`config.mk`:
```
export PLATFORM = sky130hd
export DESIGN_NAME = int_ctrl
export DESIGN_NICKNAME = d
export VERILOG_FILES = /design/src/rtl/int_ctrl.sv
export SDC_FILE = /design/constraint.sdc
export NUM_CORES = 1
export LEC_CHECK = 0
export CAP_MARGIN = 20
export CORE_AREA = 2 2 39 41
export DETAILED_ROUTE_END_ITERATION = 12
export DIE_AREA = 0 0 41 43
export PLACE_DENSITY = 0.75
export SLEW_MARGIN = 10
export SYNTH_ARGS = -nofsm -noshare
export SYNTH_HDL_FRONTEND = slang
export SYNTH_SLANG_ARGS = --single-unit
```
`constraint.sdc`:
```
create_clock -name clk -period 1.06 [get_ports clk]
set_clock_uncertainty 0.1 [all_clocks]
set_input_delay 0.159 -clock clk [delete_from_list [all_inputs] [get_ports clk]]
set_output_delay 0.159 -clock clk [all_outputs]
set_load 0.02 [all_outputs]
```
`src/rtl/int_ctrl.sv`:
```
// int_ctrl: interrupt entry (PUSH, VECTOR) and return (RTI) sequencer.
// Define INT_NEST_EN for a 3-bit nesting depth in place of the single mask bit.
module int_ctrl (
   input  logic       clk,
   input  logic       rst,
   input  logic       intr,
   input  logic       stall,
   input  logic       instr_valid,
   input  logic [3:0] op_code,
   input  logic [1:0] ra,
   output logic       sf1,
   output logic       sf2,
   output logic       int_push,
   output logic       flags_save,
   output logic       flags_restore,
   output logic       vec_load,
   output logic       flush,
   output logic       int_ack,
   output logic       busy
);

   typedef enum logic [1:0] {
      IDLE   = 2'd0,
      PUSH   = 2'd1,
      VECTOR = 2'd2
   } state_t;

   state_t state;
   logic   intr_q;
   logic   pending;
   logic   edge_det;
   logic   blocked;
   logic   accept;
   logic   rti;

   assign edge_det = intr & ~intr_q;
   assign accept   = (state == IDLE) & pending & ~blocked & ~stall;
   // an RTI that collides with an accept is flushed, so it is not taken
   assign rti      = (state == IDLE) & instr_valid
                   & (op_code == 4'b1011) & (ra == 2'b11)
                   & ~stall & ~accept;

`ifdef INT_NEST_EN
   logic [2:0] depth;

   assign blocked = (depth == 3'd7);

   // nesting depth: up on accept, down on return, floor at zero
   always_ff @(posedge clk) begin
      if (rst)
         depth <= 3'd0;
      else if (accept)
         depth <= depth + 3'd1;
      else if (rti && (depth != 3'd0))
         depth <= depth - 3'd1;
   end
`else
   logic mask;

   assign blocked = mask;

   // single-level mask: set on accept, cleared on return
   always_ff @(posedge clk) begin
      if (rst)
         mask <= 1'b0;
      else if (accept)
         mask <= 1'b1;
      else if (rti)
         mask <= 1'b0;
   end
`endif

   // edge detector and pending latch; a new edge beats a same-cycle accept
   always_ff @(posedge clk) begin
      if (rst) begin
         intr_q  <= 1'b0;
         pending <= 1'b0;
      end else if (!stall) begin
         intr_q <= intr;
         if (edge_det)
            pending <= 1'b1;
         else if (accept)
            pending <= 1'b0;
      end
   end

   // sequencer; outputs are registered from the state being entered
   always_ff @(posedge clk) begin
      if (rst) begin
         state         <= IDLE;
         sf1           <= 1'b0;
         sf2           <= 1'b0;
         int_push      <= 1'b0;
         flags_save    <= 1'b0;
         flags_restore <= 1'b0;
         vec_load      <= 1'b0;
         flush         <= 1'b0;
         int_ack       <= 1'b0;
         busy          <= 1'b0;
      end else if (!stall) begin
         flags_restore <= rti;
         unique case (state)
            IDLE: begin
               if (accept)
                  state <= PUSH;
               sf1        <= accept;
               int_push   <= accept;
               flags_save <= accept;
               flush      <= accept;
               busy       <= accept;
               sf2        <= 1'b0;
               vec_load   <= 1'b0;
               int_ack    <= 1'b0;
            end
            PUSH: begin
               state      <= VECTOR;
               sf1        <= 1'b0;
               int_push   <= 1'b0;
               flags_save <= 1'b0;
               sf2        <= 1'b1;
               vec_load   <= 1'b1;
               flush      <= 1'b1;
               int_ack    <= 1'b1;
               busy       <= 1'b1;
            end
            VECTOR: begin
               state      <= IDLE;
               sf1        <= 1'b0;
               int_push   <= 1'b0;
               flags_save <= 1'b0;
               sf2        <= 1'b0;
               vec_load   <= 1'b0;
               flush      <= 1'b0;
               int_ack    <= 1'b0;
               busy       <= 1'b0;
            end
            default: begin
               state      <= IDLE;
               sf1        <= 1'b0;
               int_push   <= 1'b0;
               flags_save <= 1'b0;
               sf2        <= 1'b0;
               vec_load   <= 1'b0;
               flush      <= 1'b0;
               int_ack    <= 1'b0;
               busy       <= 1'b0;
            end
         endcase
      end
   end

endmodule

```
Word-level counts from Yosys, hierarchy flattened

Cells that the tools add are included.
W data, S select, Z words.

Output and inout port bits: 9
Bits in registers: 9
Logic and storage cells: 39
Input bits: 11

Muxes and demuxes: 9
Reductions and logical operators: 5
Equal/unequal tests: 4
Bitwise gates (word level): 13

Operators with widths:

| kind                 | number |
|---|---|
| $and A1 B1 Y1        | 9 |
| $mux W1              | 6 |
| $eq A4 B4 Y1 const B | 1 |
| $not A1 Y1           | 4 |
| $pmux W2 S2          | 1 |
| $reduce_and A2 Y1    | 2 |
| $reduce_bool A2 Y1   | 2 |
| $eq A2 B1 Y1 const B | 1 |
| $eq A2 B2 Y1 const B | 1 |
| $logic_not A2 Y1     | 1 |
| $mux W2              | 1 |
| $ne A2 B2 Y1 const B | 1 |
| $pmux W1 S2          | 1 |

Longest topological paths before layout

Depth after elaboration: 8
Gate-level depth with buffers: 4
Gate-level depth less buffers: 3

Least setup slack after synthesis

Ideal clock, no wire load.

Path kind: register to register
From: register pending
To: register pending
Setup slack: -88 ps
Period minus slack after synthesis: 1148 ps
Required time: 844 ps
Buffers on the path: 0
Setup time: 116 ps
Data arrival time: 932 ps
Stages on the path, launching flop included: 4
Cells stage by stage: dfxtp_1 > nor2b_1 > nand2_1 > a31o_2

Cells in the longest elaborated chain, start to end: 5

Ends and longest elaborated chain:

| element                             | line | source |
|---|---|---|
| start, declared                     | 30   | `logic pending;` |
| start signal, assigned              | 77   | `pending <= 1'b0;` |
| start signal, assigned              | 81   | `pending <= 1'b1;` |
| start signal, assigned              | 83   | `pending <= 1'b0;` |
| $and A1 B1 Y1 (3 in series)         | 37   | `assign accept = (state == IDLE) & pending & ~blocked & ~stall;` |
| $reduce_bool A2 Y1 (no source line) | --   |  |
| $reduce_and A2 Y1 (no source line)  | --   |  |

Every way passes these cells.
A chain may end at the register's enable or synchronous reset.

Final worst setup path

From: register state[0]
To: register flags_restore

Cells in the longest elaborated chain, start to end: 6
Elaborated cells on any way between the ends: 10
Those cells by class: bitwise (9); reduce/logical (1)

Ends and longest elaborated chain:

| element                                               | line   | source |
|---|---|---|
| start, declared                                       | 28     | `state_t state;` |
| start signal, assigned                                | 90     | `state <= IDLE;` |
| start signal, assigned                                | 105    | `state <= PUSH;` |
| start signal, assigned                                | 116    | `state <= VECTOR;` |
| $logic_not A2 Y1 (*)                                  | 37, 39 |  |
| $and A1 B1 Y1, on equally long branches               | 39, 37 |  |
| $and A1 B1 Y1, on equally long branches (2 in series) | 40, 37 |  |
| $and A1 B1 Y1 or $not A1 Y1 (tied branches)           | 41     | `& ~stall & ~accept;` |
| $and A1 B1 Y1 (*)                                     | 41     |  |
| end signal, assigned                                  | 101    | `flags_restore <= rti;` |
| end, declared                                         | 15     | `output logic flags_restore,` |

Mark *: on every way between the ends. The rest lies on a longest branch, timed or not.

==> flow_summary.ini <==
[outcome]
status = complete, but fails checks
failed_checks = setup timing

[worst_setup_path]
critical_path_cell_by_cell = nor3_4 > nor4b_4 > o21a_1
worstPathArrival_ns = 1.20
regToRegSetupSlack_ns = -0.04
regToRegStartpoint = state[0]
slowest_stage = sky130_fd_sc_hd__dfxtp_2
worst_path_largest_cell_delay_ns = 0.33
critPathCaptureType = flip-flop
criticalPathCategory = flip-flop to flip-flop
worst_reg_to_reg_path_cell_count = 3
path_buf_inv = 0
cp.required_ns = 1.16
crit_fanout = 3
worst_r2r_endpoint = flags_restore
startpoint_type = flip-flop
cp_top_family = simple AND/OR/NAND/NOR gates

[yosys]
post_synth_main_area_contributors = sky130_fd_sc_hd__dfxtp_1 (44%), sky130_fd_sc_hd__buf_4 (9.2%), sky130_fd_sc_hd__nand2_1 (6.4%), sky130_fd_sc_hd__a21oi_1 (6.1%), sky130_fd_sc_hd__nor4b_4 (5.8%)
total_of_flip_flops_plus_latches_after_synthesis = 9
mappedNetlistNets = 54
synth_top_area_cell = sky130_fd_sc_hd__dfxtp_1
synth.yosys.seq_area_share = 0.440
synth.cell_area_um2 = 409
synthCells = 43
yosysWarningCount = 0
synth_top_area_frac = 0.440
avgSynthCellArea_um2 = 9.51
ys_types = 20

[pwr]
total_leakage_power_nw = 0.280
pwr_density_cell_nw_per_um2 = 1160
ir_drop_uv = 714

[cts]
postCtsHoldBufs = 0
numCtsBuffers = 3
cts_tree = yes
worst_skew_pair.late_latency_ns = 0.25
clockRootBuffer = sky130_fd_sc_hd__clkbuf_4
ctsHtreeMaxLevel = 1
clock_path_buffers = 2
post-cts-setup-buffers = 0
clkSinkCount = 9
clk_pin_slew_ns = 0.06

[global_route]
overflow = 0
grt_antenna_before_repair = 0
grt_pass1_vias = 355
grt_first_pass_wirelength_mm = 1.31
grt_max_degree = 7
track_usage = 0.106

[floorplan]
initial_utilization = 0.296
fp.dieArea_um2 = 1760
io-pin-count = 20
die_wd_um = 41
chipHeight_um = 43
std_cell_rows = 14
core-area_um2 = 1380

[route]
routed_wirelength_um = 893
drtPass1Iterations = 2
final_routed_drc_violation_total = 0
dr.first_iter.drc_count = 3
avgViaCountPerCell = 4.65
antenna_violating_nets_post_route = 0
detail_route.wl_per_cell_um = 10.8
vias = 386

[sta]
finalMaxSlewViolations = 0
timing_worst_slew_pin_value_ns = 0.226
finalWorstSetupSlack_ns = -0.0398
setup_tns_ns = -0.109
post-route-min-period_ns = 1.10
maxSlewHeadroom = 0.849
max_clock_freq_mhz = 909
unrepaired_setup_endpoints_after_global_routing = yes
setup_viol = 3
report.final.hold_viol_count = 0
final.period_utilization = 1.04

[layout]
most_common_cell_after_layout_fill_and_taps_aside = sky130_fd_sc_hd__buf_4
layout-drive-gt1-share = 0.507
area_delta_synth_final_pct = 63.6
fillerInstances = 142
final_cells = 83
nNetsFinal = 79
most-common-layout-cells = sky130_fd_sc_hd__buf_4 (13), sky130_fd_sc_hd__clkdlybuf4s50_1 (9), sky130_fd_sc_hd__nand2_1 (6)
n_antenna_cell = 0

[min_path]
timing.hold.worst.class = input port to flip-flop
worstHoldStart = stall
cells_on_worst_hold_path = 4
worst_hold_path.endpoint = blocked

[placement]
place.detailed.instances = 79
hpwlAfterDp_um = 643
placer_congestion = 0.742
port_buffer_count = 19

[job]
max_cap_violations = 0
[metrics by stage]
| stage | hold slack, ns | power (mW) | area, µm² | utilization | worst slack, ns |
|---|---|---|---|---|---|
| 3_5_place_dp | 0.388 | 0.522 | 637 | 0.460 | -0.435 |
| 4_1_cts | 0.384 | 0.775 | 638 | 0.461 | -0.0961 |
| 6_report | 0.394 | 0.780 | 669 | 0.484 | -0.0398 |
| 2_1_floorplan | 0.203 | 0.447 | 419 | - | 0.00910 |
| 3_3_place_gp | 0.373 | 0.520 | 637 | 0.460 | -0.435 |
| 5_1_grt | 0.413 | 0.828 | 669 | 0.484 | -0.128 |
[worst reg2reg max path: stages (launching register included)]
cell                      delay (ns)
sky130_fd_sc_hd__dfxtp_2        0.33
sky130_fd_sc_hd__nor3_4         0.22
sky130_fd_sc_hd__nor4b_4        0.26
sky130_fd_sc_hd__o21a_1         0.14
[synthesized netlist by cell type]
cell type                  instances
sky130_fd_sc_hd__mux2i_1           1
sky130_fd_sc_hd__a21oi_1           5
sky130_fd_sc_hd__nor4b_1           1
sky130_fd_sc_hd__inv_1             1
sky130_fd_sc_hd__buf_1             1
sky130_fd_sc_hd__nand4_1           1
sky130_fd_sc_hd__and2_2            1
sky130_fd_sc_hd__nor2b_1           1
sky130_fd_sc_hd__o21a_1            1
sky130_fd_sc_hd__a31oi_1           1
sky130_fd_sc_hd__a31o_2            1
sky130_fd_sc_hd__nor4b_4           1
sky130_fd_sc_hd__nor3_4            1
sky130_fd_sc_hd__buf_6             1
sky130_fd_sc_hd__nor2_1            2
sky130_fd_sc_hd__nor3_1            1
sky130_fd_sc_hd__nand3b_1          1
sky130_fd_sc_hd__buf_4             5
sky130_fd_sc_hd__nand2_1           7
sky130_fd_sc_hd__dfxtp_1           9
[layer usage]
metal  up-vias  part of all wire  GRT usage
met2        10              0.53      0.191
met5         -                 0          0
li1        189                 -          -
met4         0                 0     0.0200
met1       187              0.41      0.114
met3         0             0.062     0.0314
[cell type report]
type / count / area (µm²) / share of cell area
Clock buffer: 4 / 26.3 / 0.0393
Multi-Input combinational cell: 26 / 211 / 0.316
Sequential cell: 9 / 185 / 0.277
Tap cell: 16 / 20.0 / 0.0299
Timing Repair Buffer: 27 / 223 / 0.333
Inverter: 1 / 3.75 / 0.00561
[cell families (layout without fill, tap and decap cells)]
group,after synthesis,after routing,synth area share
flops,9,9,0.440
simple gates,17,17,0.281
buf+inv,8,32,0.138
compound gates,8,8,0.116
mux,1,1,0.0245
[power breakdown]
| part | switching (mW) | internal, mW |
|---|---|---|
| sequential | 0.0114 | 0.354 |
| clock | 0.115 | 0.145 |
| combinational | 0.0640 | 0.0911 |
| total | 0.190 | 0.590 |
[worst max-delay path by stage]
stage               startpoint            end  depth (start not counted)
detailed placement       stall  flags_restore                          4
global placement         stall  flags_restore                          4
global route          state[0]        blocked                          3
finish                state[0]  flags_restore                          3
floorplan             state[0]        pending                          3
CTS                   state[1]  flags_restore                          3
[sequential cells by signal, summed over array words and instances (netlist names)]
register	cells
pending	1
flags_save	1
intr_q	1
blocked	1
int_ack	1
flags_restore	1
state	2
busy	1
[repair_timing]
action | in CTS | in global routing
gates resized for setup | 43 | 10
cloned | 0 | 0
endpoints found under the hold margin | 0 | 0
setup endpoints to repair | 16 | 14
pin swaps | 4 | 2
Note: power is estimated with default switching activity, not from simulation.
